### src/rtl/mmcm_sup_pkg.sv
// Shared types and helpers for the MMCM0 lock supervisor.
package mmcm_sup_pkg;

  localparam int STATE_W = 3;

  typedef enum logic [STATE_W-1:0] {
    RST_PULSE = 3'd0,
    WAIT_LOCK = 3'd1,
    STABLE    = 3'd2,
    RUN       = 3'd3,
    FAIL      = 3'd4
  } sup_state_e;

  // Width needed to hold values 0..limit.
  function automatic int cnt_width(input int limit);
    return (limit < 1) ? 1 : $clog2(limit + 1);
  endfunction

endpackage

### src/rtl/sync_ff_chain.sv
// Asynchronous-reset flop chain that brings mmcm_locked into the reference clock domain.
module sync_ff_chain #(
  parameter int STAGES = 2
) (
  input  logic clk,
  input  logic rst_n,
  input  logic d,
  output logic q
);

  (* ASYNC_REG = "TRUE" *) logic [STAGES-1:0] sync_q;

  always_ff @(posedge clk or negedge rst_n) begin
    if (!rst_n) begin
      sync_q <= '0;
    end else begin
      sync_q <= {sync_q[STAGES-2:0], d};
    end
  end

  assign q = sync_q[STAGES-1];

endmodule

### src/rtl/mmcm0_lock_supervisor.sv
// MMCM0 reset/lock supervisor: pulses MMCM RST, qualifies LOCKED, gates the system reset.
// Optional retry limit with a FAIL state is enabled by defining MMCM_SUP_RETRY_LIMIT_EN.
module mmcm0_lock_supervisor
  import mmcm_sup_pkg::*;
#(
  parameter int RST_CYCLES    = 16,
  parameter int LOCK_TIMEOUT  = 100000,
  parameter int STABLE_CYCLES = 1024,
  parameter int SYNC_STAGES   = 2,
  parameter int CNT_W         = 8,
  parameter int MAX_RETRIES   = 4
) (
  input  logic               clk_in0,
  input  logic               reset_n,
  input  logic               soft_rst,
  input  logic               mmcm_locked,
  input  logic               clr_status,
  output logic               mmcm_reset,
  output logic               sys_rst_n,
  output logic               lock_lost,
  output logic [CNT_W-1:0]   relock_cnt,
  output logic [STATE_W-1:0] state,
  output logic               fail
);

  localparam int RST_W    = cnt_width(RST_CYCLES);
  localparam int WAIT_W   = cnt_width(LOCK_TIMEOUT);
  localparam int STABLE_W = cnt_width(STABLE_CYCLES);

  localparam logic [RST_W-1:0]    RST_LAST    = RST_W'(RST_CYCLES - 1);
  localparam logic [WAIT_W-1:0]   WAIT_LAST   = WAIT_W'(LOCK_TIMEOUT - 1);
  localparam logic [STABLE_W-1:0] STABLE_LAST = STABLE_W'(STABLE_CYCLES - 1);

  sup_state_e          state_q;
  logic [RST_W-1:0]    rst_cnt;
  logic [WAIT_W-1:0]   wait_cnt;
  logic [STABLE_W-1:0] stable_cnt;
  logic                locked_s;
  logic                lock_drop;

  sync_ff_chain #(
    .STAGES(SYNC_STAGES)
  ) u_lock_sync (
    .clk  (clk_in0),
    .rst_n(reset_n),
    .d    (mmcm_locked),
    .q    (locked_s)
  );

`ifdef MMCM_SUP_RETRY_LIMIT_EN
  localparam int RETRY_W = cnt_width(MAX_RETRIES);
  localparam logic [RETRY_W-1:0] RETRY_LAST = RETRY_W'(MAX_RETRIES - 1);

  logic [RETRY_W-1:0] retry_cnt;
`else
  // Without the retry limit the supervisor retries forever and never flags failure.
  assign fail = 1'b0 & (MAX_RETRIES > 0);
`endif

  always_ff @(posedge clk_in0 or negedge reset_n) begin
    if (!reset_n) begin
      state_q    <= RST_PULSE;
      mmcm_reset <= 1'b1;
      sys_rst_n  <= 1'b0;
      rst_cnt    <= '0;
      wait_cnt   <= '0;
      stable_cnt <= '0;
`ifdef MMCM_SUP_RETRY_LIMIT_EN
      retry_cnt  <= '0;
      fail       <= 1'b0;
`endif
    end else if (soft_rst) begin
      state_q    <= RST_PULSE;
      mmcm_reset <= 1'b1;
      sys_rst_n  <= 1'b0;
      rst_cnt    <= '0;
`ifdef MMCM_SUP_RETRY_LIMIT_EN
      retry_cnt  <= '0;
      fail       <= 1'b0;
`endif
    end else begin
      case (state_q)
        RST_PULSE: begin
          if (rst_cnt == RST_LAST) begin
            state_q    <= WAIT_LOCK;
            mmcm_reset <= 1'b0;
            wait_cnt   <= '0;
          end else begin
            rst_cnt <= rst_cnt + 1'b1;
          end
        end
        WAIT_LOCK: begin
          if (locked_s) begin
            state_q    <= STABLE;
            stable_cnt <= '0;
          end else if (wait_cnt == WAIT_LAST) begin
            mmcm_reset <= 1'b1;
            rst_cnt    <= '0;
`ifdef MMCM_SUP_RETRY_LIMIT_EN
            retry_cnt  <= retry_cnt + 1'b1;
            if (retry_cnt == RETRY_LAST) begin
              state_q <= FAIL;
              fail    <= 1'b1;
            end else begin
              state_q <= RST_PULSE;
            end
`else
            state_q    <= RST_PULSE;
`endif
          end else begin
            wait_cnt <= wait_cnt + 1'b1;
          end
        end
        STABLE: begin
          // Any drop restarts the lock wait; only an unbroken run releases the system.
          if (!locked_s) begin
            state_q  <= WAIT_LOCK;
            wait_cnt <= '0;
          end else if (stable_cnt == STABLE_LAST) begin
            state_q   <= RUN;
            sys_rst_n <= 1'b1;
`ifdef MMCM_SUP_RETRY_LIMIT_EN
            retry_cnt <= '0;
`endif
          end else begin
            stable_cnt <= stable_cnt + 1'b1;
          end
        end
        RUN: begin
          if (!locked_s) begin
            state_q    <= RST_PULSE;
            mmcm_reset <= 1'b1;
            sys_rst_n  <= 1'b0;
            rst_cnt    <= '0;
          end
        end
`ifdef MMCM_SUP_RETRY_LIMIT_EN
        FAIL: begin
          state_q <= FAIL;
        end
`endif
        default: begin
          state_q    <= RST_PULSE;
          mmcm_reset <= 1'b1;
          sys_rst_n  <= 1'b0;
          rst_cnt    <= '0;
        end
      endcase
    end
  end

  // soft_rst pre-empts a simultaneous lock drop, so that drop is not recorded.
  assign lock_drop = (state_q == RUN) && !locked_s && !soft_rst;

  always_ff @(posedge clk_in0 or negedge reset_n) begin
    if (!reset_n) begin
      lock_lost  <= 1'b0;
      relock_cnt <= '0;
    end else if (lock_drop) begin
      lock_lost <= 1'b1;
      if (clr_status) begin
        relock_cnt <= CNT_W'(1);
      end else if (relock_cnt != '1) begin
        relock_cnt <= relock_cnt + 1'b1;
      end
    end else if (clr_status) begin
      lock_lost  <= 1'b0;
      relock_cnt <= '0;
    end
  end

  assign state = state_q;

endmodule

### config.mk
export PLATFORM = sky130hd
export DESIGN_NAME = mmcm0_lock_supervisor
export DESIGN_NICKNAME = d
export VERILOG_FILES = /design/src/rtl/mmcm_sup_pkg.sv /design/src/rtl/sync_ff_chain.sv /design/src/rtl/mmcm0_lock_supervisor.sv
export SDC_FILE = /design/constraint.sdc
export NUM_CORES = 1
export LEC_CHECK = 0
export BUFFER_PORTS_ARGS = -buffer_cell sky130_fd_sc_hd__buf_2
export CORE_ASPECT_RATIO = 0.9
export CORE_MARGIN = 5
export CORE_UTILIZATION = 60
export CTS_CLUSTER_DIAMETER = 60
export DETAILED_ROUTE_END_ITERATION = 7
export PLACE_DENSITY_LB_ADDON = 0.3
export SLEW_MARGIN = 5
export SYNTH_ARGS = -nofsm -noshare
export SYNTH_HDL_FRONTEND = slang
export SYNTH_SLANG_ARGS = --single-unit
### constraint.sdc
create_clock -name clk_in0 -period 2.84 [get_ports clk_in0]
set_input_delay 0.142 -clock clk_in0 [delete_from_list [all_inputs] [get_ports clk_in0]]
set_output_delay 0.142 -clock clk_in0 [all_outputs]
set_load 0.05 [all_outputs]
==> results list <==
- Result of the run: complete, no violations
- Number of slew-limit violations in the final report: 0
* R2R Path End: wait_cnt[12]
- Type of origin of the critical path: register
- Most numerous cell in the Yosys netlist: dfrtp_1
- Max cap viols: 0
* Fraction of the core area covered by cells at the end of the flow: 0.695
- After synthesis, the netlist uses 55 different library cells.
* Worst reg-to-reg setup slack: 0.25 ns
- Port buffering added 17 buffers.
- Post-DP HPWL: between 3000 and 4000 µm
* Share of the clock period used by the worst path: 0.913
* Leakage Power: ~1.3 nW
* Maximum ir drop on the vdd rail: around 230 µV
- Die area: 0.00583 mm²
* Bufs and invs on worst path: 0
- Setup violations remaining at the end of the flow were counted as 0.
- Average wire per cell in the routed design: about 14 µm
* Avg Vias per Cell: roughly 5.7
- In the global route stage, overall resource usage came out at 0.187.
* Slowest CP cell: nor4_4
- The H-tree generated during clock tree synthesis spans 2 levels.
* Maximum clock insertion buffer count: 2
- The first global-routing pass estimated 8790 µm of wire.
- The worst path needs roughly 2.6 ns of the cycle, external delays included.
* Area share of the largest cell type after synthesis: 0.445
* Setup TNS: 0 ns
* Setup Skew: 0.00779 ns
* Count of flip-flops with a built-in enable after synthesis: 0
- Ant. Diodes: 0
- Number of sinks handled by clock tree synthesis: 48
- In this run the worst hold path is classified as in2async.
- The setup path with the least slack is of type reg2reg.
- Synth Cell Area: about 0.0026 mm²
- For this run, the top clock speed supported by timing is a little under 400 MHz.
- Overall die width: between 70 and 80 µm
* Area growth from synthesis to layout: 9.43%
* Effective utilization at floorplan: 0.635
- Placement row count: 22
- By count the netlist is led by dfrtp_1, nor2_1, nand2_1, nand3_1, xnor2_1.
* Final wirelength: roughly 4900 µm
- Measured in cells, the most critical reg-to-reg path has a length of 8.
* Post-CTS repair timing setup buffer count: 0
- Data on the critical path is required at its endpoint by slightly above 3 ns.
- Final Wtd Congestion: ~0.83
* Max-Slew Margin vs Limit: 0.323
- Count of antenna-violating nets left after detailed routing: 0
- Count of pins on the block boundary: 20
- Synthesis produced around 280 cells.
* Share of synthesized registers carrying an async set or reset: 1.00
- For the worst-skew pair, the clock arrives at the later sink with an insertion delay of approximately 0.30 ns.
- Power spread over the standard cell area amounts to about 400 mW/mm².
- The share of the Yosys chip area taken by registers is 0.455.
* Clock transition at the register clock pins on the worst setup and hold paths after CTS: ~0.09 ns
- Layout cell share with drive strength beyond 1: 0.130
- Dividing the synthesized area by the synthesized cell count gives around 9.6 µm².
* Clock root buffer: clkbuf_8
- Total via count in the routed design: around 2,000
- After synthesis the netlist holds a flip-flop and latch count of 48.
- Largest area contributor in the netlist: dfrtp_1
- Cell Chain, Critical Path: ha_1 -> and3_1 -> ha_1 -> nor2b_1 -> o311ai_4 -> nor4_4 -> and4_1 -> mux2_1
- Highest fanout seen on the critical path: 9
- YS warnings: 0
- The number of global-route vias before repair was between 1,500 and 2,000.
- The total overflow left after global routing is 0.
- TritonCTS built the clock tree.
* CP dominant cell by count: ha_1
* Length of the first detailed-routing pass in iterations: 4
- Chip height: around 73 µm
* Pin count of the biggest net entering global routing: 49
* Core area: approximately 0.0042 mm²
* Endpoint kind of the worst setup timing path: register
- Max stage delay on crit path: 0.44 ns
* DRC: 0
- Worst reg2reg startpoint: rst_cnt[0]
- Most frequently used flop master after synthesis: dfrtp_1
- Endpoint arrival time on the critical path: approximately 2.8 ns
* Slew at the pin closest to its max-slew limit: just over 1 ns
- Number of buffers inserted during clock tree synthesis: 5
- Largest delay contributor family on the critical path: simple AND/OR/NAND/NOR gates
* Number of antenna violations at the first check in global routing: 0
- Setup repair after global routing left no endpoint under its margin.
- The number of hold violations in the final report was 0.
- The detailed router finished its first iteration with between 90 and 100 violations.
- Cells taking the most area after synthesis: dfrtp_1, nor2_1, xnor2_1
* Number of nets in the finished design: between 300 and 400
-- sequential cells by signal (all words and copies together), names as in the netlist --
register	cells
sys_rst_n	1
wait_cnt	17
state	2
rst_cnt	5
lock_lost	1
relock_cnt	8
mmcm_reset	1
u_lock_sync.sync_q	2
stable_cnt	11
-- placed cells by master (no fill, tap or decap), types with 5 or more instances in the layout --
master    instances
a21oi_1           8
and3_1            7
buf_2            17
clkbuf_8          6
dfrtp_1          47
ha_1              5
inv_1             6
nand2_1          18
nand2b_1          8
nand3_1          18
nand4_1           5
nor2_1           43
nor2b_1           5
nor3_1            8
nor4_1            5
o21ai_0           6
xnor2_1          15
xor2_1           10
-- stage by stage --
stage / cell area [µm²] / cells / worst slack (ns) / hold slack, ns / power (W)
final: 2890 / 353 / 0.247 / 0.0125 / 0.00116
after global routing: 2890 / 353 / 0.0347 / 0.0998 / 0.00121
after CTS: 2880 / 353 / 0.157 / 0.0620 / 0.00117
after detailed placement: 2780 / 345 / 0.192 / 0.253 / 0.000760
after global placement: 2780 / 345 / 0.262 / 0.250 / 0.000757
after floorplan: 2640 / 277 / 0.453 / -0.154 / 0.000739
-- power breakdown --
group	total [W]	switching, W	internal, W	leakage, nW
sequential	0.000700	0.00000847	0.000691	0.659
combinational	0.0000466	0.0000329	0.0000136	0.610
clock	0.000411	0.000217	0.000194	0.0473
total	0.00116	0.000259	0.000899	1.32
-- what timing repair did --
| action | 4_1_cts | 5_1_grt |
|---|---|---|
| endpoints found under the hold margin | 1 | 0 |
| setup endpoints to repair | 0 | 1 |
| hold buffers | 1 | 0 |
| resized for setup | 0 | 1 |
-- logic make-up after synthesis --
logic type / after synthesis / synth area share
and+or+nand+nor: 141 / 0.295
DFF: 48 / 0.455
AOI/OAI and AO/OA: 31 / 0.0853
xor gates and xnor gates: 25 / 0.0829
buffers and inverters: 19 / 0.0313
muxes: 6 / 0.0246
adders and majority gates: 5 / 0.0237
other: 1 / 0.00142
-- per-layer routing --
layer  vias to the layer above  track usage  wire (µm)
li1                       1004            -          -
met1                       969        0.259       2480
met2                        33        0.290       2180
met3                         7       0.0457        191
met4                         0       0.0563         53
met5                         -            0          0
-- worst reg2reg max path, stage by stage (launching register included) --
cell and delay, ns:
dfrtp_1 0.39, ha_1 0.19, and3_1 0.17, ha_1 0.24
nor2b_1 0.29, o311ai_4 0.19, nor4_4 0.45, and4_1 0.25
mux2_1 0.32
-- how the worst max path moves through the flow --
stage                     slack, ns       start  cells past startpoint      endpoint
after floorplan                0.45  rst_cnt[0]                      8  wait_cnt[12]
after global placement         0.26  rst_cnt[0]                      8  wait_cnt[12]
after detailed placement       0.19  rst_cnt[0]                      8  wait_cnt[12]
after CTS                      0.16  rst_cnt[0]                      8  wait_cnt[12]
after global routing           0.03  rst_cnt[0]                      8  wait_cnt[12]
final                          0.25  rst_cnt[0]                      8  wait_cnt[12]
-- area by class of cell --
class / instances / area, µm²
clock buffers: 6 / 82.6
repair buffers: 22 / 125
well taps: 60 / 75.1
clock inverters: 1 / 8.76
flip-flops and latches: 48 / 1200
fillers: 314 / 1270
multi-input cells: 210 / 1370
inverters: 6 / 22.5
No activity file was read; power rests on OpenSTA's default activity.
